<file path="src/rtl/cg_rv_issue_scoreboard_pkg.sv">
// RV32I instruction-field helpers and issue-stage types shared by the scoreboard
// and by any forwarding logic that needs the same register-use decode.
package cg_rv_issue_scoreboard_pkg;

    localparam logic [6:0] OPC_LOAD   = 7'b0000011;
    localparam logic [6:0] OPC_OP_IMM = 7'b0010011;
    localparam logic [6:0] OPC_AUIPC  = 7'b0010111;
    localparam logic [6:0] OPC_STORE  = 7'b0100011;
    localparam logic [6:0] OPC_OP     = 7'b0110011;
    localparam logic [6:0] OPC_LUI    = 7'b0110111;
    localparam logic [6:0] OPC_BRANCH = 7'b1100011;
    localparam logic [6:0] OPC_JALR   = 7'b1100111;
    localparam logic [6:0] OPC_JAL    = 7'b1101111;

    typedef enum logic {ST_EMPTY, ST_HELD} iss_state_e;

    function automatic logic [6:0] opcode_f(input logic [31:0] instr);
        return instr[6:0];
    endfunction

    function automatic logic [4:0] rd_f(input logic [31:0] instr);
        return instr[11:7];
    endfunction

    function automatic logic [4:0] rs1_f(input logic [31:0] instr);
        return instr[19:15];
    endfunction

    function automatic logic [4:0] rs2_f(input logic [31:0] instr);
        return instr[24:20];
    endfunction

    function automatic logic is_rd_opcode(input logic [6:0] opc);
        return (opc == OPC_LOAD) || (opc == OPC_OP_IMM) || (opc == OPC_OP) ||
               (opc == OPC_LUI)  || (opc == OPC_AUIPC)  || (opc == OPC_JAL) ||
               (opc == OPC_JALR);
    endfunction

    function automatic logic uses_rs1_opcode(input logic [6:0] opc);
        return (opc == OPC_LOAD)  || (opc == OPC_OP_IMM) || (opc == OPC_OP) ||
               (opc == OPC_STORE) || (opc == OPC_BRANCH) || (opc == OPC_JALR);
    endfunction

    function automatic logic uses_rs2_opcode(input logic [6:0] opc);
        return (opc == OPC_OP) || (opc == OPC_STORE) || (opc == OPC_BRANCH);
    endfunction

    // x0 destinations are architectural no-ops, so they never claim the scoreboard.
    function automatic logic writes_rd(input logic [31:0] instr);
        return is_rd_opcode(opcode_f(instr)) && (rd_f(instr) != 5'd0);
    endfunction

endpackage

</file>
<file path="src/rtl/cg_rv_issue_scoreboard_scoreboard.sv">
// Pending-write bit per architectural register: set on issue, clear on writeback,
// set wins on collision, x0 hardwired to zero, plus a writeback-bypassed read view.
module cg_rv_scoreboard #(
    parameter int WB_BYPASS = 1
) (
    input  logic        i_clk,
    input  logic        i_rst_n,
    input  logic        i_clr_en,
    input  logic [4:0]  i_clr_idx,
    input  logic        i_set_en,
    input  logic [4:0]  i_set_idx,
    output logic [31:0] o_pending,
    output logic [31:0] o_eff_pend
);

    logic [31:0] pend_q, pend_d;
    logic [31:0] byp_mask;

    always_comb begin
        pend_d = pend_q;
        if (i_clr_en) pend_d[i_clr_idx] = 1'b0;
        if (i_set_en) pend_d[i_set_idx] = 1'b1;
        pend_d[0] = 1'b0;
    end

    always_ff @(posedge i_clk) begin
        if (!i_rst_n) pend_q <= '0;
        else          pend_q <= pend_d;
    end

    // With bypass, a register being written back this cycle already looks free.
    assign byp_mask   = ((WB_BYPASS != 0) && i_clr_en) ? (32'd1 << i_clr_idx) : 32'd0;
    assign o_eff_pend = pend_q & ~byp_mask;
    assign o_pending  = pend_q;

endmodule

</file>
<file path="src/rtl/cg_rv_issue_scoreboard.sv">
// Decode-to-issue hazard controller: one-entry issue register that holds an
// instruction until its source/destination registers have no write in flight.
module cg_rv_issue_scoreboard
    import cg_rv_issue_scoreboard_pkg::*;
#(
    parameter int WB_BYPASS = 1,
    parameter int STALL_CW  = 16
) (
    input  logic                i_clk,
    input  logic                i_rst_n,
    input  logic                i_dec_valid,
    output logic                o_dec_ready,
    input  logic [31:0]         i_dec_instr,
    output logic                o_iss_valid,
    input  logic                i_iss_ready,
    output logic [31:0]         o_iss_instr,
    input  logic                i_wb_valid,
    input  logic [4:0]          i_wb_rd,
    input  logic                i_flush,
    output logic [31:0]         o_pending,
    output logic [STALL_CW-1:0] o_stall_cnt
);

    iss_state_e          state_q, state_d;
    logic [31:0]         instr_q, instr_d;
    logic [STALL_CW-1:0] stall_q, stall_d;
    logic [31:0]         eff_pend;
    logic [6:0]          opc;
    logic [4:0]          rs1, rs2, rd;
    logic                u_rs1, u_rs2, w_rd;
    logic                hold_vld, hazard, iss_fire, dec_fire;

    assign opc   = opcode_f(instr_q);
    assign rs1   = rs1_f(instr_q);
    assign rs2   = rs2_f(instr_q);
    assign rd    = rd_f(instr_q);
    assign u_rs1 = uses_rs1_opcode(opc);
    assign u_rs2 = uses_rs2_opcode(opc);
    assign w_rd  = writes_rd(instr_q);

    cg_rv_scoreboard #(.WB_BYPASS(WB_BYPASS)) u_sb (
        .i_clk      (i_clk),
        .i_rst_n    (i_rst_n),
        .i_clr_en   (i_wb_valid),
        .i_clr_idx  (i_wb_rd),
        .i_set_en   (iss_fire & w_rd),
        .i_set_idx  (rd),
        .o_pending  (o_pending),
        .o_eff_pend (eff_pend)
    );

    assign hold_vld    = (state_q == ST_HELD);
    assign hazard      = (u_rs1 & eff_pend[rs1]) | (u_rs2 & eff_pend[rs2]) | (w_rd & eff_pend[rd]);
    assign o_iss_valid = hold_vld & ~hazard & ~i_flush;
    assign iss_fire    = o_iss_valid & i_iss_ready;
    // Flush blocks intake so the beat arriving alongside it is not silently lost.
    assign o_dec_ready = (~hold_vld | iss_fire) & ~i_flush;
    assign dec_fire    = i_dec_valid & o_dec_ready;
    assign o_iss_instr = instr_q;
    assign o_stall_cnt = stall_q;

    always_comb begin
        state_d = state_q;
        instr_d = instr_q;
        case (state_q)
            ST_EMPTY: begin
                if (dec_fire) begin
                    state_d = ST_HELD;
                    instr_d = i_dec_instr;
                end
            end
            ST_HELD: begin
                if (i_flush) begin
                    state_d = ST_EMPTY;
                end else if (dec_fire) begin
                    instr_d = i_dec_instr;
                end else if (iss_fire) begin
                    state_d = ST_EMPTY;
                end
            end
            default: state_d = ST_EMPTY;
        endcase
    end

    always_comb begin
        stall_d = stall_q;
        if (hold_vld && hazard && !i_flush && (stall_q != {STALL_CW{1'b1}}))
            stall_d = stall_q + STALL_CW'(1);
    end

    always_ff @(posedge i_clk) begin
        if (!i_rst_n) begin
            state_q <= ST_EMPTY;
            instr_q <= '0;
            stall_q <= '0;
        end else begin
            state_q <= state_d;
            instr_q <= instr_d;
            stall_q <= stall_d;
        end
    end

endmodule

</file>
<file path="config.mk">
export PLATFORM = sky130hd
export DESIGN_NAME = cg_rv_issue_scoreboard
export DESIGN_NICKNAME = d
export VERILOG_FILES = /design/src/rtl/cg_rv_issue_scoreboard_pkg.sv /design/src/rtl/cg_rv_issue_scoreboard_scoreboard.sv /design/src/rtl/cg_rv_issue_scoreboard.sv
export SDC_FILE = /design/constraint.sdc
export NUM_CORES = 1
export LEC_CHECK = 0
export ABC_AREA = 1
export ABC_CLOCK_PERIOD_IN_PS = 2200
export CAP_MARGIN = 25
export CELL_PAD_IN_SITES_DETAIL_PLACEMENT = 1
export CELL_PAD_IN_SITES_GLOBAL_PLACEMENT = 1
export CORE_UTILIZATION = 31
export CTS_CLUSTER_DIAMETER = 50
export DETAILED_ROUTE_END_ITERATION = 8
export PLACE_DENSITY = 0.86
export SYNTH_ARGS = -nofsm -noshare
export SYNTH_HDL_FRONTEND = slang
export SYNTH_SLANG_ARGS = --single-unit
</file>
<file path="constraint.sdc">
create_clock -name i_clk -period 2.2 [get_ports i_clk]
set_input_delay 0.33 -clock i_clk [delete_from_list [all_inputs] [get_ports i_clk]]
set_output_delay 0.33 -clock i_clk [all_outputs]
set_load 0.01 [all_outputs]
</file>
Word-level counts from Yosys, hierarchy flattened
Index checks and enable logic that the tools add are counted.
{"block": "totals", "regBits": 81, "input_bits": 43, "output_inout_bits": 82, "elab_cells": 84}
{"block": "op_classes", "addsub": 1, "magnitude_cmp": 6, "eq_ne": 11, "n_shift": 1, "mux": 21, "bitwise": 20, "n_reduce_logical": 19}
{"cell": "$mux 32", "n": 5}
{"cell": "$and 32x32->32", "n": 2}
{"cell": "$not 32->32", "n": 2}
{"cell": "$pmux 32 s2", "n": 1}
{"cell": "$or 32x32->32", "n": 1}
{"cell": "$shl 1x5->32 const A", "n": 1}
{"cell": "$lt 5x6->1 const B", "n": 4}
{"cell": "$eq 7x6->1 const B", "n": 3}
{"cell": "$eq 7x7->1 const B", "n": 3}
{"cell": "$add 16x1->16 const B", "n": 1}
{"cell": "$ne 16x16->1 const B", "n": 1}
{"cell": "$bmux 1 s5", "n": 3}
{"cell": "$eq 7x5->1 const B", "n": 2}
{"cell": "$logic_or 1x1->1", "n": 11}
{"cell": "$demux 1 s5", "n": 2}
{"cell": "$ge 5x1->1 const B", "n": 2}
{"cell": "$and 1x1->1", "n": 9}
{"cell": "$mux 1", "n": 9}
{"cell": "$eq 7x2->1 const B", "n": 1}
{"cell": "$logic_and 1x1->1", "n": 6}
{"cell": "$reduce_bool 5->1", "n": 1}
{"cell": "$not 1->1", "n": 3}
{"cell": "$or 1x1->1", "n": 3}
{"cell": "$ne 2x2->1 const B", "n": 1}
{"cell": "other kinds (2)", "n": 2}

Longest topological paths before layout
Gate-level depths: netlist of the first run.
{"block": "depth", "ltp_word": 20, "depth_mapped": 20}

Hierarchy
Synthesis of the first run repeated with hierarchy kept, for this count alone.
{"block": "hier_totals", "hier_cells": 889, "area_unflattened_um2": 5200.0}
{"module": "cg_rv_issue_scoreboard", "instances": 1, "cells_per_inst": 653, "area_per_inst_um2": 3731.1}
{"module": "cg_rv_scoreboard", "instances": 1, "cells_per_inst": 236, "area_per_inst_um2": 1468.9}

Worst setup path before layout of the first run
OpenSTA, ideal clock, no wires.
{"block": "synth_timing", "path_kind": "register to output", "startpoint": "register instr_q[7] (netlist: o_iss_instr[7])", "endpoint": "output o_iss_valid", "t_arrival_ns": 1.903, "path_slack_ns": -0.033, "stages_incl_launch_ff": 12, "path_buffers": 1, "cell_sequence": "dfxtp_1 -> inv_1 -> nor2_1 -> inv_1 -> o21ai_0 -> o21ai_1 -> nand3_1 -> nand2_1 -> nand3_1 -> nand3_1 -> nor3_2 -> buf_2"}
{"block": "synth_via", "elab_chain_len": 7, "word_cells_on_any_way": 9, "cone_classes": "mux (2); bitwise (5); reduce/logical (2)"}
{"element": "start, declared", "line_no": "cg_rv_issue_scoreboard.sv:25", "source": "logic [31:0] instr_q, instr_d;"}
{"element": "start signal, assigned", "line_no": "cg_rv_issue_scoreboard.sv:98", "source": "instr_q <= instr_d;"}
{"element": "$bmux 1 s5 or $reduce_bool 5->1 (tied branches)", "line_no": "cg_rv_issue_scoreboard.sv:53, cg_rv_issue_scoreboard_pkg.sv:50"}
{"element": "$mux 1 (implied by the code) or $logic_and 1x1->1 (tied branches)", "line_no": "cg_rv_issue_scoreboard.sv:53, cg_rv_issue_scoreboard_pkg.sv:50"}
{"element": "$and 1x1->1 (*)", "line_no": "cg_rv_issue_scoreboard.sv:53", "source": "assign hazard = (u_rs1 & eff_pend[rs1]) | (u_rs2 & eff_pend[rs2]) | (w_rd & eff_pend[rd]);"}
{"element": "$or 1x1->1 (*)", "line_no": "cg_rv_issue_scoreboard.sv:53"}
{"element": "$not 1->1 (*)", "line_no": "cg_rv_issue_scoreboard.sv:54", "source": "assign o_iss_valid = hold_vld & ~hazard & ~i_flush;"}
{"element": "$and 1x1->1 (*) (2 in a row)", "line_no": "cg_rv_issue_scoreboard.sv:54"}
{"element": "end, declared", "line_no": "cg_rv_issue_scoreboard.sv:14", "source": "output logic o_iss_valid,"}
Every way passes the cells marked *; elsewhere a longest branch is shown, timed or not. The select of a mux whose other input is x is not followed.

Worst setup path in the final report of the first run
{"block": "layout_timing", "startpoint": "register instr_q[8] (netlist: o_iss_instr[8])", "endpoint": "output o_dec_ready"}
{"block": "layout_via", "elab_chain_len": 10, "word_cells_on_any_way": 12, "cone_classes": "mux (2); bitwise (8); reduce/logical (2)"}
{"element": "$bmux 1 s5 or $reduce_bool 5->1 (tied branches)", "line_no": "cg_rv_issue_scoreboard.sv:53, cg_rv_issue_scoreboard_pkg.sv:50"}
{"element": "$mux 1 (implied by the code) or $logic_and 1x1->1 (tied branches)", "line_no": "cg_rv_issue_scoreboard.sv:53, cg_rv_issue_scoreboard_pkg.sv:50"}
{"element": "$and 1x1->1 (*)", "line_no": "cg_rv_issue_scoreboard.sv:53"}
{"element": "$or 1x1->1 (*)", "line_no": "cg_rv_issue_scoreboard.sv:53"}
{"element": "$not 1->1 (*)", "line_no": "cg_rv_issue_scoreboard.sv:54"}
{"element": "$and 1x1->1 (*) (2 in a row)", "line_no": "cg_rv_issue_scoreboard.sv:54"}
{"element": "$and 1x1->1 (*)", "line_no": "cg_rv_issue_scoreboard.sv:55", "source": "assign iss_fire = o_iss_valid & i_iss_ready;"}
{"element": "$or 1x1->1 (*)", "line_no": "cg_rv_issue_scoreboard.sv:57", "source": "assign o_dec_ready = (~hold_vld | iss_fire) & ~i_flush;"}
{"element": "$and 1x1->1 (*)", "line_no": "cg_rv_issue_scoreboard.sv:57"}
{"element": "end, declared", "line_no": "cg_rv_issue_scoreboard.sv:12", "source": "output logic o_dec_ready,"}
Marked as above.

==> results of run 1 <==
worst max path at each step:
stage | start | end | cells after the start
global route | o_iss_instr[7] | u_sb.o_pending[31] | 15
detailed placement | i_wb_valid | o_dec_ready | 17
CTS | o_iss_instr[8] | o_dec_ready | 15
global placement | i_wb_valid | o_dec_ready | 17
finish | o_iss_instr[8] | o_dec_ready | 14
floorplan | o_iss_instr[20] | o_iss_valid | 13
registers in the layout, summed over array words and instances, names as in the netlist:
register and flops:
u_sb.o_pending 31, hold_vld 1, o_stall_cnt 16, o_iss_instr 32
worst max-delay path, cell delays in order, from the launching register on:
cell,delay (ps)
dfxtp_4,390
nand2_1,110
inv_2,140
buf_4,160
nand2_1,70
nand4_1,130
nand2_1,130
nand2_1,110
nand2_1,100
nand3_4,120
nand2_4,60
nor2_4,110
nand3_2,110
a21oi_2,190
buf_2,190
kinds of logic (layout without fill, tap and decap cells):
kind of cell	Yosys count	count (layout)	share of synthesized area [%]
compound gates	71	71	7.09
buf+inv	186	443	13.8
other cells	1	1	0.0720
simple gates	539	540	46.6
flops	80	80	30.8
xor+xnor	8	8	1.35
fa+ha+maj	1	1	0.240
per-layer routing:
layer  up-vias  part of all wire (%)
li1       3370                     -
met1      3751                    38
met2       448                    49
met3       157                   7.2
met4         0                   6.3
met5         -                     0
area by class of cell:
type,instances,area share [%]
multi-input cells,621,39.7
repair buffers,284,30.2
flip-flops and latches,80,17.8
inverters,144,6.14
well taps,220,3.03
clock buffers,12,2.71
clock inverters,3,0.468
placed cells by master, fill, tap and decap left out, types with 5 or more instances in the layout:
cell type        instances
o21ai_0                  6
nand2_2                 52
nor2_4                  11
buf_2                    8
buf_4                  121
buf_12                   9
nor3_1                   6
nand3_4                  5
dfxtp_1                 74
nand3_1                115
inv_1                  125
a21oi_1                 19
nor2_1                  74
nand4_1                 69
nor2_2                  16
buf_6                   23
a21oi_2                 26
clkdlybuf4s50_1        115
nand2_1                152
nand2_4                 16
o21ai_2                  8
inv_2                   12
nand3_2                  8
clkbuf_16               12
per-stage QoR:
| step | hold slack, ps | utilization (%) | TNS (ps) |
|---|---|---|---|
| 2_1_floorplan | 409 | - | 0 |
| 3_3_place_gp | 475 | 46.2 | -74440 |
| 3_5_place_dp | 483 | 46.2 | -80910 |
| 4_1_cts | 494 | 51.8 | -17300 |
| 5_1_grt | 519 | 55.2 | -37260 |
| 6_report | 495 | 55.2 | -29850 |
timing repair:
action | CTS | global route
buffers inserted | 15 | 8
gates resized for setup | 169 | 128
cloned | 6 | 4
pin swaps | 31 | 56
setup endpoints to repair | 82 | 82
where the power goes:
part | internal (mW) | total (mW) | switching (mW)
clock network | 0.905 | 1.59 | 0.681
registers | 1.49 | 1.53 | 0.0400
logic | 0.453 | 1.07 | 0.614
total | 2.85 | 4.18 | 1.34
==> flow_summary.ini, run 1 <==
[placed_design]
dpl.hpwl_um = 17200
dp_slack_ps = -1190
port_buffers = 123
placedCellCount = 1319
placed_area_um2 = 7600
gp_congestion = 0.961

[cts]
cts_buffers = 9
clock-sinks = 80
clk_pin_slew_ps = 70
clockBufferDepth = 2
htreeDepth = 3
cts_root_buffer = clkbuf_16
cts_tree = yes
clk_latency_ps = 370
cts_hold_buf = 0

[timing]
rsz0062_at_grt = yes
finalCritPeriodShare_pct = 128
min_period_ps = 2820
fin_ws_ps = -622
finalHoldViolations = 0
slew_headroom_pct = 53.1
slew_viol_final = 0
worstMarginPinSlew_ps = 699
fmax_ghz = 0.354
setup_viol = 82
skew_ps = 12.5

[synth]
async_reset_ff_share_pct = 0
ys_types = 30
synth_edf_count = 0
seq_area_frac_synth_pct = 30.8
synth_top_area_share_pct = 30.8
syn_inst = 886
netlist_top_cells_area = dfxtp_1, nand2_1, nand3_1
synth_top_area_cell = dfxtp_1
synthTopCellsByCount = nand2_1, inv_1, nand3_1
syn_avg_cell_area_um2 = 5.88
yosysMostFrequentCell = nand2_1
synth_ff_type = dfxtp_1
synth_area_um2 = 5210
synth_warnings = 0
synth_seq_cells = 80
syn-num-nets = 930

[floorplan]
fp.dieW_um = 132
die_area_um2 = 17300
rows = 47
num_io_pins = 125
die_h_um = 132
core-area_um2 = 16500
start_util_pct = 31.6

[global_route]
grt_start_max_net_pins = 32
grt_use_met2_pct = 54.2
grt_pass1_wl_um = 42700
grt-ovfl-total = 0
grt_util_all_layers_pct = 31.6
use_met1_pct = 36.1
met3_usage_pct = 5.63
grt-busiest-layer = met2
antenna_found_initial = 0
grt_pass1_vias = 7691

[hold_path]
hold_depth = 2
min_to = o_stall_cnt[15]
hp-start = o_stall_cnt[15]
hp-class = reg -> reg

[setup_path]
r2r_end = u_sb.o_pending[31]
cp-start-kind = register
path_class = reg -> out
cp.required_ps = 1870
crit_arrival_ps = 2490
critPathCaptureType = output pin
reg2reg_depth = 16
reg2reg_from = o_iss_instr[8]
crit_fanout = 5
r2r_slack_ps = -500

[finish]
drive_gt1_share_pct = 31.6
fin_nets = 1184
ff_latch_area_um2 = 1610
diodes = 0
multi_input_area_um2 = 3610
instances_no_fill = 1364
syn2layout_area_growth_pct = 74.5
nFillCells = 2078
fin_area_um2 = 9080

[route]
wl_per_cell_um = 22.4
route.vias.total = 7726
post-route-drc-count = 0
wl_um = 30600
viasPerCell = 5.66
drtIter0Drc = 751
drt_first_pass_iters = 5
antenna_left = 0

[power_and_ir_drop]
power.density_nw_per_um2 = 461
max-vdd-ir-drop_v = 0.000289
leakage_nw = 3.92
total_power_mw = 4.18

[flow_run]
max_cap_violations = 0

[status]
violations = negative setup slack
status = finished with violations
Power figures use the tool's default switching activity.
==> run 2, diff against run 1 <==
Settings changed: CORE_UTILIZATION 31 to 30, PLACE_DENSITY 0.86 to 0.84.
==> flow_summary.ini, run 2 (same netlist as run 1, synthesis figures left out) <==
[status]
status = finished with violations
violations = negative setup slack

[global_route]
grt_pass1_wl_um = 45400
grt_start_max_net_pins = 42
grt-ovfl-total = 0
grt_util_all_layers_pct = 32.7
antenna_found_initial = 1
grt_pass1_vias = 8358

[timing]
fin_ws_ps = -1090
finalCritPeriodShare_pct = 150
setup_viol = 82
slew_viol_final = 0
skew_ps = 15.2
finalHoldViolations = 0
fmax_ghz = 0.304
min_period_ps = 3290
slew_headroom_pct = 55.6
rsz0062_at_grt = yes
setup_tns_ps = -62180
worstMarginPinSlew_ps = 666
hold_slack_ps = 524

[placed_design]
placed_area_um2 = 7740
dp_slack_ps = -1170
dpl.hpwl_um = 17200
port_buffers = 123
gp_congestion = 0.909

[route]
route.vias.total = 8568
antenna_left = 0
wl_um = 37300
post-route-drc-count = 0
viasPerCell = 6.17
drt_first_pass_iters = 6
drtIter0Drc = 1227
wl_per_cell_um = 26.9

[floorplan]
die_area_um2 = 17900
num_io_pins = 125
start_util_pct = 31.1
fp.dieW_um = 134
core-area_um2 = 16800
rows = 47
die_h_um = 134

[power_and_ir_drop]
power_switching_mw = 1.53
comb_power_share_pct = 27.1
max-vdd-ir-drop_v = 0.000409
intPower_mw = 2.97
sw_frac_of_total_pct = 34.0
pwr-share-clk_pct = 38.6
total_power_mw = 4.50
p_seq_share_pct = 34.3
leakage_nw = 4.07
power.density_nw_per_um2 = 469

[cts]
htreeDepth = 3
clockBufferDepth = 2
cts_hold_buf = 0
cts_root_buffer = clkbuf_16
cts_buffers = 9
clk_latency_ps = 380
clk_pin_slew_ps = 70
cts_tree = yes
clock-sinks = 80

[hold_path]
hp-class = reg -> reg

[finish]
drive_gt1_share_pct = 38.7
final_cell_mix = buf_4, nand2_1, clkdlybuf4s50_1
syn2layout_area_growth_pct = 84.2
fin_area_um2 = 9590
nFillCells = 2067
largest_reg_flops = 32
final_common_cell = buf_4
fin_nets = 1206

[setup_path]
critPathCaptureType = register
crit_arrival_ps = 3550
cp.required_ps = 2460
crit_fanout = 9
path_class = in -> reg
cp-start-kind = input port

[flow_run]
max_cap_violations = 0
==> run 2: changes by cell type in the layout (fill, tap and decap cells not counted), sizes merged <==
cell,delta
clkbuf,-3
buf,+23
clkinvlp,+2
diode,+1
bufinv,+1
==> run 2: layer usage <==
layer / vias to the layer above / share of wire, % / track usage [%]
li1: 3418 / - / -
met1: 4067 / 35 / 37.0
met2: 768 / 46 / 55.2
met3: 315 / 10 / 6.58
met4: 0 / 9.0 / 22.1
met5: - / 0 / 0.278
==> run 2: stage by stage <==
step / util [%] / std cells
after floorplan: - / 886
after global placement: 46.2 / 1335
after detailed placement: 46.2 / 1335
after CTS: 52.4 / 1369
after global routing: 57.2 / 1387
final: 57.2 / 1388
==> run 2: path summary, 6_finish.rpt <==
check	from	slack [ps]	cells past startpoint	end
min	o_iss_instr[14]	520	4	o_iss_instr[14]
max reg2reg	o_iss_instr[7]	-1090	18	o_iss_instr[23]
max	i_wb_rd[3]	-1090	21	o_iss_instr[23]
min reg2reg	o_iss_instr[14]	520	4	o_iss_instr[14]
==> run 2: final cells by class <==
class	instances	area, µm²	area share, %
timing repair buffer	305	2960	30.9
sequential	80	1620	16.9
antenna	1	2.50	0.0261
clock inverter	5	81.3	0.848
multi-input combinational	621	3840	40.1
clock buffer	11	233	2.43
inverter	144	571	5.95
tap	220	275	2.87
timing repair inverter	1	7.51	0.0783
==> run 2: critical path: stages <==
cell and delay (ps):
buf_4 150, buf_6 120, nor3_4 180, buf_6 190, a21boi_2 90, o21ai_1 450, nor2_1 170, nor2_1 250
nor2_2 90, nand3_4 130, nand2_4 70, nor2_4 140, nand3_4 120, buf_6 160, nand2_8 70, nand3_4 110
buf_6 160, buf_12 140, nand2_2 90, inv_2 50, nor2_1 260
==> run 2: power groups by stage <==
stage	clock network [mW]	logic, mW	registers (mW)
final	1.74	1.22	1.54
after global placement	0	0.800	1.55
after global routing	1.80	1.24	1.54
after CTS	1.67	0.943	1.53
after detailed placement	0	0.823	1.55
after floorplan	0	0.353	1.57
==> run 2: what timing repair did <==
action,in CTS,in global routing
gates resized for setup,189,209
pin swaps,49,80
buffers inserted,11,19
setup endpoints to repair,82,82
gates cloned,8,3
==> run 3, diff against run 2 <==
==> constraint.sdc (replaced) <==
create_clock -name i_clk -period 2.2 [get_ports i_clk]
set_input_delay 0.44 -clock i_clk [delete_from_list [all_inputs] [get_ports i_clk]]
set_output_delay 0.44 -clock i_clk [all_outputs]
set_load 0.01 [all_outputs]
==> flow_summary.ini, run 3 (same netlist as run 1, synthesis figures left out) <==
[cts]
htreeDepth = 3
clk_pin_slew_ps = 60
cts_buffers = 9
cts_tree = yes
clk_latency_ps = 360
clock-sinks = 80
cts_hold_buf = 0
cts_root_buffer = clkbuf_16
clockBufferDepth = 2

[timing]
skew_ps = 11.6
worstMarginPinSlew_ps = 526
hold_slack_ps = 505
slew_headroom_pct = 64.9
rsz0062_at_grt = yes
setup_viol = 82
finalCritPeriodShare_pct = 132
fin_ws_ps = -705
fmax_ghz = 0.344
finalHoldViolations = 0
slew_viol_final = 0
min_period_ps = 2910

[power_and_ir_drop]
leakage_nw = 3.77
max-vdd-ir-drop_v = 0.000385
total_power_mw = 3.92
power.density_nw_per_um2 = 442

[setup_path]
worst_path_max_delay_cell = a21oi_2
crit_path_frequent_cell = nand3_2
cp.required_ps = 1760
crit_arrival_ps = 2470
timing.critical_path.buf_inv = 5
cp_top_family = simple AND/OR/NAND/NOR gates
crit_path_max_incr_delay_ps = 180
cp-start-kind = input port
critPathCaptureType = output pin
path_class = in -> out
critical_path.cell_chain = buf_8 -> buf_12 -> inv_16 -> nand2_8 -> nor2_4 -> buf_12 -> nand2_8 -> nand3_2 -> nand3_1 -> nand3_2 -> nand3_2 -> nand2_2 -> nand2_2 -> nand3_4 -> nand2_2 -> nor2_4 -> nand3_2 -> a21oi_2 -> buf_2
crit_fanout = 5

[finish]
largest_reg_flops = 32
fin_nets = 1177
fin_area_um2 = 8860
syn2layout_area_growth_pct = 70.2
drive_gt1_share_pct = 27.9
final_common_cell = nand2_1
nFillCells = 2164
diodes = 0
utilization_pct = 52.9
final_cell_mix = nand2_1, inv_1, buf_4

[floorplan]
fp.dieW_um = 134
die_h_um = 134
num_io_pins = 125
rows = 47
die_area_um2 = 17900
start_util_pct = 31.1
core-area_um2 = 16800

[global_route]
met3_usage_pct = 5.48
grt_util_all_layers_pct = 27.5
grt_start_max_net_pins = 32
use_met1_pct = 33.1
antenna_found_initial = 1
grt-ovfl-total = 0
grt-busiest-layer = met2
grt_pass1_wl_um = 38500
grt_pass1_vias = 7353
grt_use_met2_pct = 46.5

[route]
drt_first_pass_iters = 5
post-route-drc-count = 0
viasPerCell = 5.37
wl_um = 25800
wl_per_cell_um = 19.0
route.vias.total = 7290
drtIter0Drc = 480
antenna_left = 0

[placed_design]
placed_area_um2 = 7750
port_buffers = 123
dpl.hpwl_um = 17100
gp_congestion = 0.935

[hold_path]
hp-class = reg -> reg

[status]
status = finished with violations
violations = negative setup slack

[flow_run]
max_cap_violations = 0
==> run 3: cell count changes in the layout (fill, tap and decap cells not counted), sizes merged, moves of 2 or more <==
cell / delta
bufinv: -2
clkbuf: +2
nor2: +2
clkinv: -2
inv: +2
buf: -32
==> run 3: power breakdown <==
group	internal, mW	total (mW)	switching, mW
Clock	0.758	1.40	0.638
Combinational	0.443	0.997	0.553
Sequential	1.49	1.53	0.0370
==> run 3: final cells by class <==
cell class / count / area (µm²) / area share [%]
Multi-Input combinational cell: 622 / 3540 / 39.9
Timing Repair Buffer: 276 / 2620 / 29.5
Sequential cell: 80 / 1600 / 18.1
Inverter: 144 / 572 / 6.45
Tap cell: 220 / 275 / 3.11
Clock buffer: 12 / 236 / 2.67
Clock inverter: 3 / 20.0 / 0.226
==> run 3: stage by stage <==
stage	instances	TNS [ps]	worst slack [ps]
2_1_floorplan	886	-54.4	-54.4
3_3_place_gp	1320	-81060	-1320
3_5_place_dp	1320	-88560	-1420
4_1_cts	1354	-25360	-560
5_1_grt	1357	-50760	-773
6_report	1357	-41470	-705
==> run 3: timing repair <==
item | 4_1_cts | 5_1_grt
resized for setup | 136 | 75
endpoints found under the setup margin | 82 | 82
pin swaps | 35 | 25
cloned | 6 | 0
setup buffers | 13 | 3
==> run 3: worst paths after layout <==
check	start	cells past startpoint	to	slack, ps
max	i_wb_rd[0]	19	o_dec_ready	-710
min reg2reg	o_stall_cnt[4]	2	o_stall_cnt[4]	510
min	o_stall_cnt[4]	2	o_stall_cnt[4]	510
max reg2reg	o_iss_instr[8]	20	o_iss_instr[29]	-600
==> run 3: per-layer routing <==
layer,vias up,routed length [µm]
met2,351,12700
met1,3495,10300
met3,83,1730
met5,-,12
li1,3359,-
met4,2,1020
==> run 3: tightest hold or removal path: stages (launching register included) <==
cell     delay (ps)
dfxtp_1         330
nand2_1          70
a21oi_1          50
